==> src/rtl/image_buffer_pixel_reader.sv <==
// Streams a stored frame out of SRAM as 8-bit pixels: issues word reads under a
// credit limit, buffers returned words in a small FIFO and unpacks them MSB-first.
module image_buffer_pixel_reader #(
    parameter int N_PIXEL    = 480000,
    parameter int BUF1_BASE  = 131072,
    parameter int FIFO_DEPTH = 4
) (
    input  logic        clock,
    input  logic        reset,
    input  logic        start,
    input  logic        frame_sel,
    output logic        start_ack,
    output logic        done,
    input  logic        done_ack,
    output logic [17:0] addr,
    output logic        addr_valid,
    input  logic        addr_ready,
    input  logic [31:0] data,
    input  logic        data_valid,
    output logic        data_ready,
    output logic [7:0]  pixel,
    output logic        pixel_valid,
    input  logic        pixel_ready
);
    localparam int N_WORDS = N_PIXEL / 4;
    localparam int CW      = $clog2(FIFO_DEPTH + 1);
    localparam int PW      = (FIFO_DEPTH > 1) ? $clog2(FIFO_DEPTH) : 1;
    localparam logic [16:0]   WORDS_W  = 17'(N_WORDS);
    localparam logic [18:0]   LAST_PIX = 19'(N_PIXEL - 1);
    localparam logic [17:0]   BUF1_W   = 18'(BUF1_BASE);
    localparam logic [CW:0]   DEPTH_W  = (CW + 1)'(FIFO_DEPTH);
    localparam logic [CW-1:0] DEPTH_C  = CW'(FIFO_DEPTH);
    localparam logic [PW-1:0] PTR_LAST = PW'(FIFO_DEPTH - 1);

    typedef enum logic [1:0] {IDLE, RUN, DONE} state_t;
    state_t state_q, state_d;

    logic [17:0]   base_q, base_d, addr_q, addr_d;
    logic [16:0]   words_q, words_d;
    logic [CW-1:0] outst_q, outst_d, fcnt_q, fcnt_d;
    logic [PW-1:0] wptr_q, wptr_d, rptr_q, rptr_d;
    logic [31:0]   word_q, word_d;
    logic          held_q, held_d;
    logic [1:0]    idx_q, idx_d;
    logic [18:0]   pcnt_q, pcnt_d;
    logic          start_ack_q, start_ack_d, addr_valid_q, addr_valid_d;
    logic [31:0]   fifo_mem [FIFO_DEPTH];
    logic          start_go, addr_hs, push, pop, pix_hs;
    logic [CW:0]   credit;

    always_ff @(posedge clock or negedge reset) begin
        if (!reset) state_q <= IDLE;
        else        state_q <= state_d;
    end

    always_comb begin
        state_d = state_q;
        case (state_q)
            IDLE:    if (start) state_d = RUN;
            RUN:     if (pix_hs && pcnt_q == LAST_PIX) state_d = DONE;
            DONE:    if (done_ack) state_d = IDLE;
            default: state_d = IDLE;
        endcase
    end

    always_comb begin
        start_ack   = start_ack_q;
        done        = (state_q == DONE);
        addr        = addr_q;
        addr_valid  = addr_valid_q;
        data_ready  = (state_q == RUN) && (fcnt_q != DEPTH_C);
        pixel_valid = held_q;
        pixel       = '0;
        if (held_q) begin
            case (idx_q)
                2'd0:    pixel = word_q[31:24];
                2'd1:    pixel = word_q[23:16];
                2'd2:    pixel = word_q[15:8];
                default: pixel = word_q[7:0];
            endcase
        end
    end

    always_comb begin
        start_go = (state_q == IDLE) && start;
        addr_hs  = addr_valid_q && addr_ready;
        // A word with no read in flight is a protocol violation and is dropped.
        push     = data_valid && data_ready && (outst_q != '0);
        pix_hs   = held_q && pixel_ready;
        // Reload on the last byte's handshake so the stream has no bubble.
        pop      = (fcnt_q != '0) && (!held_q || (pix_hs && idx_q == 2'd3));

        base_d      = base_q;
        words_d     = words_q + 17'(addr_hs);
        outst_d     = outst_q + CW'(addr_hs) - CW'(push);
        fcnt_d      = fcnt_q + CW'(push) - CW'(pop);
        wptr_d      = wptr_q;
        rptr_d      = rptr_q;
        word_d      = word_q;
        held_d      = held_q;
        idx_d       = idx_q;
        pcnt_d      = pcnt_q + 19'(pix_hs);
        start_ack_d = start_go;

        if (push) wptr_d = (wptr_q == PTR_LAST) ? '0 : wptr_q + 1'b1;
        if (pop)  rptr_d = (rptr_q == PTR_LAST) ? '0 : rptr_q + 1'b1;

        if (pop) begin
            word_d = fifo_mem[rptr_q];
            held_d = 1'b1;
            idx_d  = 2'd0;
        end else if (pix_hs) begin
            held_d = (idx_q != 2'd3);
            idx_d  = idx_q + 2'd1;
        end

        if (start_go) begin
            base_d  = frame_sel ? BUF1_W : '0;
            words_d = '0;
            outst_d = '0;
            fcnt_d  = '0;
            wptr_d  = '0;
            rptr_d  = '0;
            held_d  = 1'b0;
            idx_d   = 2'd0;
            pcnt_d  = '0;
        end

        // Credits are judged on post-edge counts, so a waiting address never oversubscribes.
        credit = {1'b0, outst_d} + {1'b0, fcnt_d};
        if (addr_valid_q && !addr_ready) begin
            addr_valid_d = 1'b1;
            addr_d       = addr_q;
        end else begin
            addr_valid_d = (state_q == RUN) && (words_d < WORDS_W) && (credit < DEPTH_W);
            addr_d       = base_q + {1'b0, words_d};
        end
    end

    always_ff @(posedge clock or negedge reset) begin
        if (!reset) begin
            base_q       <= '0;
            addr_q       <= '0;
            words_q      <= '0;
            outst_q      <= '0;
            fcnt_q       <= '0;
            wptr_q       <= '0;
            rptr_q       <= '0;
            word_q       <= '0;
            held_q       <= 1'b0;
            idx_q        <= 2'd0;
            pcnt_q       <= '0;
            start_ack_q  <= 1'b0;
            addr_valid_q <= 1'b0;
        end else begin
            base_q       <= base_d;
            addr_q       <= addr_d;
            words_q      <= words_d;
            outst_q      <= outst_d;
            fcnt_q       <= fcnt_d;
            wptr_q       <= wptr_d;
            rptr_q       <= rptr_d;
            word_q       <= word_d;
            held_q       <= held_d;
            idx_q        <= idx_d;
            pcnt_q       <= pcnt_d;
            start_ack_q  <= start_ack_d;
            addr_valid_q <= addr_valid_d;
        end
    end

    always_ff @(posedge clock) begin
        if (push) fifo_mem[wptr_q] <= data;
    end
endmodule
==> config.mk <==
export PLATFORM = sky130hd
export DESIGN_NAME = image_buffer_pixel_reader
export DESIGN_NICKNAME = d
export VERILOG_FILES = /design/src/rtl/image_buffer_pixel_reader.sv
export SDC_FILE = /design/constraint.sdc
export NUM_CORES = 1
export LEC_CHECK = 0
export ABC_AREA = 1
export CAP_MARGIN = 5
export CORE_UTILIZATION = 23
export CTS_CLUSTER_DIAMETER = 60
export DETAILED_ROUTE_END_ITERATION = 8
export HOLD_SLACK_MARGIN = 0.06
export PLACE_DENSITY_LB_ADDON = 0.12
export SYNTH_ARGS = -nofsm -noshare
export SYNTH_HDL_FRONTEND = slang
export SYNTH_SLANG_ARGS = --single-unit
==> constraint.sdc <==
create_clock -name clock -period 7.3 [get_ports clock]
set_input_delay 1.46 -clock clock [delete_from_list [all_inputs] [get_ports clock]]
set_output_delay 1.46 -clock clock [all_outputs]
set_load 0.01 [all_outputs]
After elaboration in Yosys (flattened, before gate mapping)
Memories as Yosys holds them, arrays and structs flattened. A register that Yosys moved wholly into a read port is not among the register bits.
Cells that the tools add are included.
{ "totals": {"register_bits": 89, "ram_bits": 128, "inputBits": 40, "out_inout_bits": 31, "elab_cells": 90, "n_memories": 1} }
{ "op_classes": {"addsub": 11, "order_cmp": 2, "eq_ne": 13, "muxes": 26, "reduce_logical": 24} }
{ "memory_table": {"columns": ["name", "words", "width", "rd", "rd_ports_with_merged_regs", "write_ports", "line_no", "text"], "rows": [
  ["fifo_mem", 4, 32, 1, 1, 1, "47", "logic [31:0] fifo_mem [FIFO_DEPTH];"]
]} }
{ "op_table": {"columns": ["cell", "count"], "rows": [
  ["2-bit 2-to-1 mux", 12],
  ["8-bit case mux with 3 select lines", 1],
  ["19-bit by 1-bit adder with 19-bit output", 1],
  ["19-bit equality test, second input constant", 1],
  ["19-bit 2-to-1 mux", 1],
  ["18-bit by 17-bit adder with 18-bit output", 1],
  ["18-bit 2-to-1 mux", 1],
  ["17-bit by 1-bit adder with 17-bit output", 1],
  ["17-bit < comparator, second input constant", 1],
  ["17-bit 2-to-1 mux", 1],
  ["1-bit logical AND", 12],
  ["2-bit equality test, second input constant", 5],
  ["3-bit nonzero test", 3],
  ["8-bit 2-to-1 mux", 1],
  ["2-bit by 1-bit adder with 2-bit output, second input constant", 3],
  ["3-bit by 1-bit adder with 3-bit output", 2],
  ["1-bit 2-to-1 mux", 6],
  ["3-bit 2-to-1 mux", 2],
  ["2-bit != test, second input constant", 3],
  ["2-bit case mux with 3 select lines", 1],
  ["3-bit by 1-bit subtractor with 3-bit output", 2],
  ["3-bit by 3-bit adder with 4-bit output", 1],
  ["2-bit by 1-bit equality test with 1-bit output, second input constant", 2],
  ["2-bit logical NOT", 2],
  ["other kinds (7)", 10]
]} }

Logic depth before layout (Yosys ltp)
Gate-level depths: netlist of run 1.
{ "depth": {"word_depth": 11, "mapped_depth": 19} }

Worst setup path before layout of run 1
Ideal clock, no wire load.
{ "synth_path": {"path_type": "input -> register", "from": "input pixel_ready", "to": "register addr_valid_q (netlist: addr_valid)", "setup_time_ns": 0.072, "t_arrival_ns": 3.750, "required_time_ns": 7.228, "path_slack_ns": 3.478, "cell_stages": 18, "path_cell_list": "nand2_1 > nand2_1 > nand2_1 > inv_1 > buf_2 > buf_2 > ha_1 > inv_1 > ha_1 > fa_1 > o21ai_0 > a21oi_1 > ha_1 > nor3_1 > nand3_1 > inv_1 > nand3_1 > nand2_1"} }
{ "synth_via": {"elab_chain_cells": 10} }
{ "synth_rtl": {"columns": ["item", "line_no", "text"], "rows": [
  ["from (decl)", "23", "input logic pixel_ready"],
  ["1-bit logical AND", "89", "pix_hs = held_q && pixel_ready;"],
  ["1-bit logical AND", "91", "pop = (fcnt_q != '0) && (!held_q || (pix_hs && idx_q == 2'd3));"],
  ["1-bit logical OR", "91", null],
  ["1-bit logical AND", "91", null],
  ["named net pop", "48", "logic start_go, addr_hs, push, pop, pix_hs;"],
  ["3-bit by 1-bit subtractor with 3-bit output", "96", "fcnt_d = fcnt_q + CW'(push) - CW'(pop);"],
  ["3-bit 2-to-1 mux", "117", "if (start_go) begin"],
  ["named net fcnt_d[2]", "40", "logic [CW-1:0] outst_q, outst_d, fcnt_q, fcnt_d;"],
  ["3-bit by 3-bit adder with 4-bit output", "130", "credit = {1'b0, outst_d} + {1'b0, fcnt_d};"],
  ["4-bit by 3-bit < comparator with 1-bit output", "135", "addr_valid_d = (state_q == RUN) && (words_d < WORDS_W) && (credit < DEPTH_W);"],
  ["1-bit logical AND", "135", null],
  ["1-bit 2-to-1 mux", "131", "if (addr_valid_q && !addr_ready) begin"],
  ["named net addr_valid_d", "46", "logic start_ack_q, start_ack_d, addr_valid_q, addr_valid_d;"],
  ["to (signal assigned)", "168", "addr_valid_q <= addr_valid_d;"],
  ["to (decl)", "46", null]
]} }
The timed path passes the listed nets, and every way through them passes these cells.
A chain may end at the register's enable or synchronous reset.

Worst setup path in the final report of run 1
{ "layout_path": {"from": "input pixel_ready", "to": "register addr_valid_q (netlist: addr_valid)"} }
{ "layout_via": {"elab_chain_cells": 10} }
{ "layout_rtl": {"columns": ["item", "line_no"], "rows": [
  ["1-bit logical AND", "89"],
  ["1-bit logical AND", "91"],
  ["1-bit logical OR", "91"],
  ["1-bit logical AND", "91"],
  ["3-bit by 1-bit subtractor with 3-bit output", "96"],
  ["3-bit 2-to-1 mux", "117"],
  ["named net fcnt_d[2]", "40"],
  ["3-bit by 3-bit adder with 4-bit output", "130"],
  ["4-bit by 3-bit < comparator with 1-bit output", "135"],
  ["1-bit logical AND", "135"],
  ["1-bit 2-to-1 mux", "131"],
  ["named net addr_valid_d", "46"]
]} }
The timed path passes the listed nets, and every way through them passes these cells.

==> metrics.cfg, run 1 <==
[run_status]
status=complete, no violations

[critical_path]
required_ns=7.75
cp-start-kind=input port
path_depth=18
crit_chain=clkdlybuf4s50_1 > nand2_1 > nand2_1 > nand2_1 > inv_2 > buf_4 > ha_1 > inv_1 > ha_1 > fa_1 > o21ai_0 > a21oi_1 > ha_1 > nor3_1 > nand3_1 > inv_1 > nand3_1 > nand2_1
crit_buf_inv=5
crit_slowest_cell=buf_4
reg2reg_depth=19
critPathArrivalTime_ns=4.68
cp_top_family=buffers and inverters
crit_fanout=67
max_stage_delay_ns=0.57
crit_top_cell=nand2_1
critPathCaptureType=flop
critPathKind=input port to flop

[sta]
hold_viol=0
fmax_ghz=0.236
slew_violations=0
fin_setup_tns_ns=0
setup_viol=0
fin_worst_skew_ns=0.0181
max_slew_margin_pct=30.7
rsz0062_at_grt=false
min_period_ns=4.23
setup_slack_ns=3.07
period_share_pct=58.0
tightest_slew_ns=1.04

[die]
die_y_um=210
core_area_um2=42200
fp-row-count=75
ios=71
dieArea_um2=44000
initial_utilization_pct=23.5
dieWidth_um=210

[power_and_ir_drop]
pwr-share-comb_pct=27.1
power.share.clock_pct=34.8
vdd_drop_max_v=0.000149
power_density_nw_per_um2=390
seq_power_share_pct=38.1
p_sw_uw=1590
swShare_pct=32.9
p_total_uw=4840
internal_power_uw=3250
leakagePower_uw=0.00480

[clock_network]
post_cts_buffers=0
cts_resized=0
clk_path_buf_depth=3
ctsHoldBuffers=0
clock-sinks=232
root_buffer=clkbuf_16
clkTransAtPathRegs_ns=0.05
clock_latency_ns=0.52
htree_levels=2
cts_tree=done
numCtsBuffers=34

[run]
drv_cap=0

[logic_synthesis]
syn_avg_cell_area_um2=10.3
synthFlopType=edfxtp_1
synth.distinct_cells=35
syn-cell-area_um2=9930
synth_top_area_share_pct=38.7
ys_warn_count=0
synth-async-reset-ratio_pct=44.8
synth_edf_count=128
synth_area_leader_cell=edfxtp_1
synth_nets=1029
synth_seq_cells=232
synthCells=967
yosysSeqAreaShare_pct=64.9
synth_area_leaders=edfxtp_1, dfrtp_1, nor2_1

[placement]
io_buffers=70
placedCellCount=1547
place_ws_ns=2.47
place_hpwl_mm=15.7
gp_congestion=0.750

[routing]
drt_first_pass_iters=4
vias=6818
ant_nets=0
wire_per_inst_um=16.2
finalWirelength_mm=26.0
route.detailed.drc=0
drtIter0Drc=372
viasPerCell=4.24

[cells_and_area]
mostFrequentLayoutCells=nor2_1, nand2_1, edfxtp_1
final_cells=1607
nFillCells=4413
n_antenna_cell=0
layout_commonest_cell=nor2_1
final_nets=1106
area.growth.synth_to_final_pct=25.0
utilization_pct=29.4
drive_gt1_share_pct=9.64

[global_route]
grt_pass1_vias=7002
antenna_found_initial=0
grt_overflow=0
grt_max_degree=68
gr-usage-all-layers_pct=12.3
grt_pass1_wl_mm=41.2

[hold_path]
hp-class=flop to flop
hold_depth=2

## layout make-up
type	instances	area, µm²	share of cell area [%]
clock buffer	45	965	7.77
clock inverter	15	193	1.55
inverter	78	293	2.36
multi-input combinational	617	3060	24.7
sequential	232	6450	51.9
tap	539	674	5.43
timing repair buffer	81	781	6.29
## Yosys cell counts (2+ instances only)
master / count
inv_2: 4
o21ai_1: 2
nand2_1: 131
a31oi_1: 41
xnor2_1: 2
clkbuf_1: 19
nand4_1: 9
nand3_1: 24
buf_1: 14
ha_1: 20
o21a_1: 2
buf_2: 6
fa_1: 2
edfxtp_1: 128
nor3_2: 3
inv_1: 73
o21ai_0: 96
nor2_1: 213
nor2_4: 4
dfrtp_1: 104
a21oi_1: 26
nand2_2: 5
xor2_1: 3
nor3_1: 10
nor4_1: 4
nand3_2: 4
nor2_2: 10
## layer usage
metal,part of all wire [%],track usage (%),vias to the layer above
met5,0,0,-
met4,2.0,4.25,0
met3,3.6,2.33,41
met2,46,20.0,105
met1,48,16.3,3259
li1,-,-,3413
## cells by family (layout without fill, tap and decap cells)
kind of cell / count (synthesis) / in the layout / share of synthesized area, %
flops: 232 / 232 / 64.9
buf+inv: 118 / 219 / 4.57
xor+xnor: 5 / 5 / 0.441
compound gates: 170 / 170 / 9.26
simple gates: 420 / 420 / 17.9
fa+ha+maj: 22 / 22 / 2.92
## metrics by stage
step	instance area, µm²	hold WS, ns
floorplan	9930	0.442
global placement	11300	0.463
detailed placement	11300	0.471
CTS	12400	0.487
global route	12400	0.498
finish	12400	0.480
## state kept, by name (all words and copies together) (netlist names)
register and count:
fifo_mem 128, word_q 32, pcnt_q 19, addr 18, words_q 17, fcnt_q 3
outst_q 3, idx_q 2, rptr_q 2, state_q 2, wptr_q 2, addr_valid 1
base_q 1, pixel_valid 1, start_ack 1
## worst paths after layout
path	from	endpoint	slack, ns
max	pixel_ready	addr_valid	3.07
min	addr[3]	addr[3]	0.48
max reg2reg	state_q[0]	addr_valid	3.79
min reg2reg	addr[3]	addr[3]	0.48
max in group asynchronous	reset	rptr_q[0]	5.03
min in group asynchronous	reset	state_q[1]	0.96
## power by group through the flow
stage / combinational (µW) / clock (µW) / sequential (µW)
2_1_floorplan: 828 / 0 / 1830
5_1_grt: 1510 / 1790 / 1880
6_report: 1310 / 1680 / 1840
3_5_place_dp: 1350 / 0 / 1870
3_3_place_gp: 1350 / 0 / 1870
4_1_cts: 1360 / 1730 / 1850
## worst reg2reg max path: stages (launching register included)
cell     delay (ns)
dfrtp_1        0.38
inv_1          0.05
nor2_1         0.24
inv_1          0.11
a21oi_1        0.22
nand2_1        0.10
nor2_2         0.20
inv_1          0.24
ha_1           0.34
inv_1          0.04
ha_1           0.18
fa_1           0.38
o21ai_0        0.16
a21oi_1        0.08
ha_1           0.28
nor3_1         0.17
nand3_1        0.10
inv_1          0.07
nand3_1        0.07
nand2_1        0.06
(Power assumes the default switching activity.)
==> run 2: changes to the inputs <==
==> constraint.sdc (replaced) <==
create_clock -name clock -period 3.7 [get_ports clock]
set_input_delay 0.74 -clock clock [delete_from_list [all_inputs] [get_ports clock]]
set_output_delay 0.74 -clock clock [all_outputs]
set_load 0.01 [all_outputs]
==> run 2 against run 1 <==
Compared with the run above: clock power increased by 69%; cell area decreased by 0.96%; largest cell class unchanged; critical endpoint is now pixel[1]; hold slack got worse by 0.26 ns; cell count increased by 0.19%; largest power group unchanged.
==> metrics.cfg, run 2 (synthesis results as in run 1) <==
[run_status]
status=complete, no violations  ; unchanged

[cells_and_area]
largest_reg_flops=128  ; unchanged
n_antenna_cell=0  ; unchanged
reg_top3=fifo_mem: 128 flops, word_q: 32 flops, pcnt_q: 19 flops  ; unchanged
top_register=fifo_mem  ; unchanged
layout_commonest_cell=nor2_1  ; unchanged
area.growth.synth_to_final_pct=23.8  ; was 25.0%
drive_gt1_share_pct=9.80  ; was 9.64%
final_nets=1109  ; was 1106
mostFrequentLayoutCells=nor2_1, nand2_1, edfxtp_1  ; unchanged

[critical_path]
critPathArrivalTime_ns=2.59  ; was 4.68 ns
required_ns=2.96  ; was 7.75 ns
critPathKind=flop to primary output  ; was input port to flop
critPathCaptureType=primary output  ; was flop
crit_fanout=8  ; was 67
cp-start-kind=flop  ; was input port

[clock_network]
cts_resized=0  ; unchanged
htree_levels=1  ; was 2
ctsHoldBuffers=0  ; unchanged
post_cts_buffers=0  ; unchanged
clock_latency_ns=0.59  ; was 0.52 ns
numCtsBuffers=31  ; was 34
clock-sinks=232  ; unchanged
clkTransAtPathRegs_ns=0.05  ; about the same
root_buffer=clkbuf_16  ; unchanged
clk_path_buf_depth=3  ; unchanged
cts_tree=done  ; unchanged

[global_route]
grt_overflow=0  ; unchanged
antenna_found_initial=1  ; was 0
grt_pass1_vias=6860  ; was 7002
grt_pass1_wl_mm=41.0  ; was 41.2 mm
gr-usage-all-layers_pct=12.1  ; was 12.3%
grt_max_degree=67  ; was 68

[power_and_ir_drop]
power_density_nw_per_um2=740  ; was 390 nW/µm²
leakagePower_uw=0.00474  ; was 0.00480 µW
vdd_drop_max_v=0.000384  ; was 0.000149 V

[placement]
gp_congestion=0.788  ; was 0.750
place_hpwl_mm=16.2  ; was 15.7 mm
io_buffers=70  ; unchanged

[sta]
tightest_slew_ns=1.04  ; about the same
hold_viol=0  ; unchanged
period_share_pct=90.0
setup_viol=0  ; unchanged
hold_slack_ns=0.223  ; was 0.480 ns
max_slew_margin_pct=30.5  ; was 30.7%
rsz0062_at_grt=false  ; unchanged
slew_violations=0  ; unchanged
fmax_ghz=0.300
fin_setup_tns_ns=0  ; unchanged
min_period_ns=3.33
fin_worst_skew_ns=0.0280  ; was 0.0181 ns

[die]
ios=71  ; unchanged
core_area_um2=42200  ; unchanged
dieArea_um2=44000  ; unchanged
initial_utilization_pct=23.5  ; unchanged
fp-row-count=75  ; unchanged
dieWidth_um=210  ; unchanged
die_y_um=210  ; unchanged

[routing]
ant_nets=0  ; unchanged
vias=6782  ; was 6818
drtIter0Drc=384  ; was 372
viasPerCell=4.21  ; was 4.24
wire_per_inst_um=16.3  ; was 16.2 µm
finalWirelength_mm=26.2  ; was 26.0 mm
route.detailed.drc=0  ; unchanged
drt_first_pass_iters=4  ; unchanged

[hold_path]
hp-class=input port to async pin  ; was flop to flop

[run]
drv_cap=0  ; unchanged

==> run 2: final timing paths <==
check	start	end	slack, ns	depth (start not counted)
min in group clock	addr[17]	addr[17]	0.48	2
min reg2reg	addr[17]	addr[17]	0.48	2
min	reset	pcnt_q[18]	0.22	1
max	idx_q[0]	pixel[1]	0.37	5
max reg2reg	state_q[0]	addr_valid	0.44	18
max in group asynchronous	reset	addr[6]	2.70	2
==> run 2: final cells by class <==
type | instances | area [µm²]
Clock buffer | 46 | 893
Clock inverter | 11 | 87.6
Fill cell | 4418 | 29900
Inverter | 78 | 293
Multi-Input combinational cell | 617 | 3060
Sequential cell | 232 | 6450
Tap cell | 539 | 674
Timing Repair Buffer | 87 | 838
==> run 2: power by group <==
group,switching [µW],internal [µW],total [µW]
Combinational,1650,967,2610
Clock,1170,1670,2840
Sequential,307,3340,3640
==> run 2: critical path: stages (launching register included) <==
cell and delay (ns):
dfrtp_1 0.43, inv_1 0.12, ha_1 0.43, nand2_1 0.10
a31oi_1 0.34, clkdlybuf4s50_1 0.60
==> run 2: metrics by stage <==
stage | instance area (µm²) | std cells | power [µW] | setup WS [ns] | utilization [%]
final | 12300 | 1610 | 9090 | 0.369 | 29.1
after floorplan | 9930 | 967 | 5240 | 0.598 | -
after global routing | 12300 | 1610 | 9750 | 0.104 | 29.1
after global placement | 11300 | 1553 | 6410 | 0.142 | 26.8
after detailed placement | 11300 | 1553 | 6400 | 0.117 | 26.8
after CTS | 12300 | 1610 | 9320 | 0.258 | 29.1
==> run 2: layer usage <==
metal	global-route usage, %	vias to the layer above	wire length [µm]
met5	0	-	8
met4	3.32	2	588
met3	2.14	38	844
met2	19.3	92	11800
met1	16.8	3226	12900
li1	-	3424	-
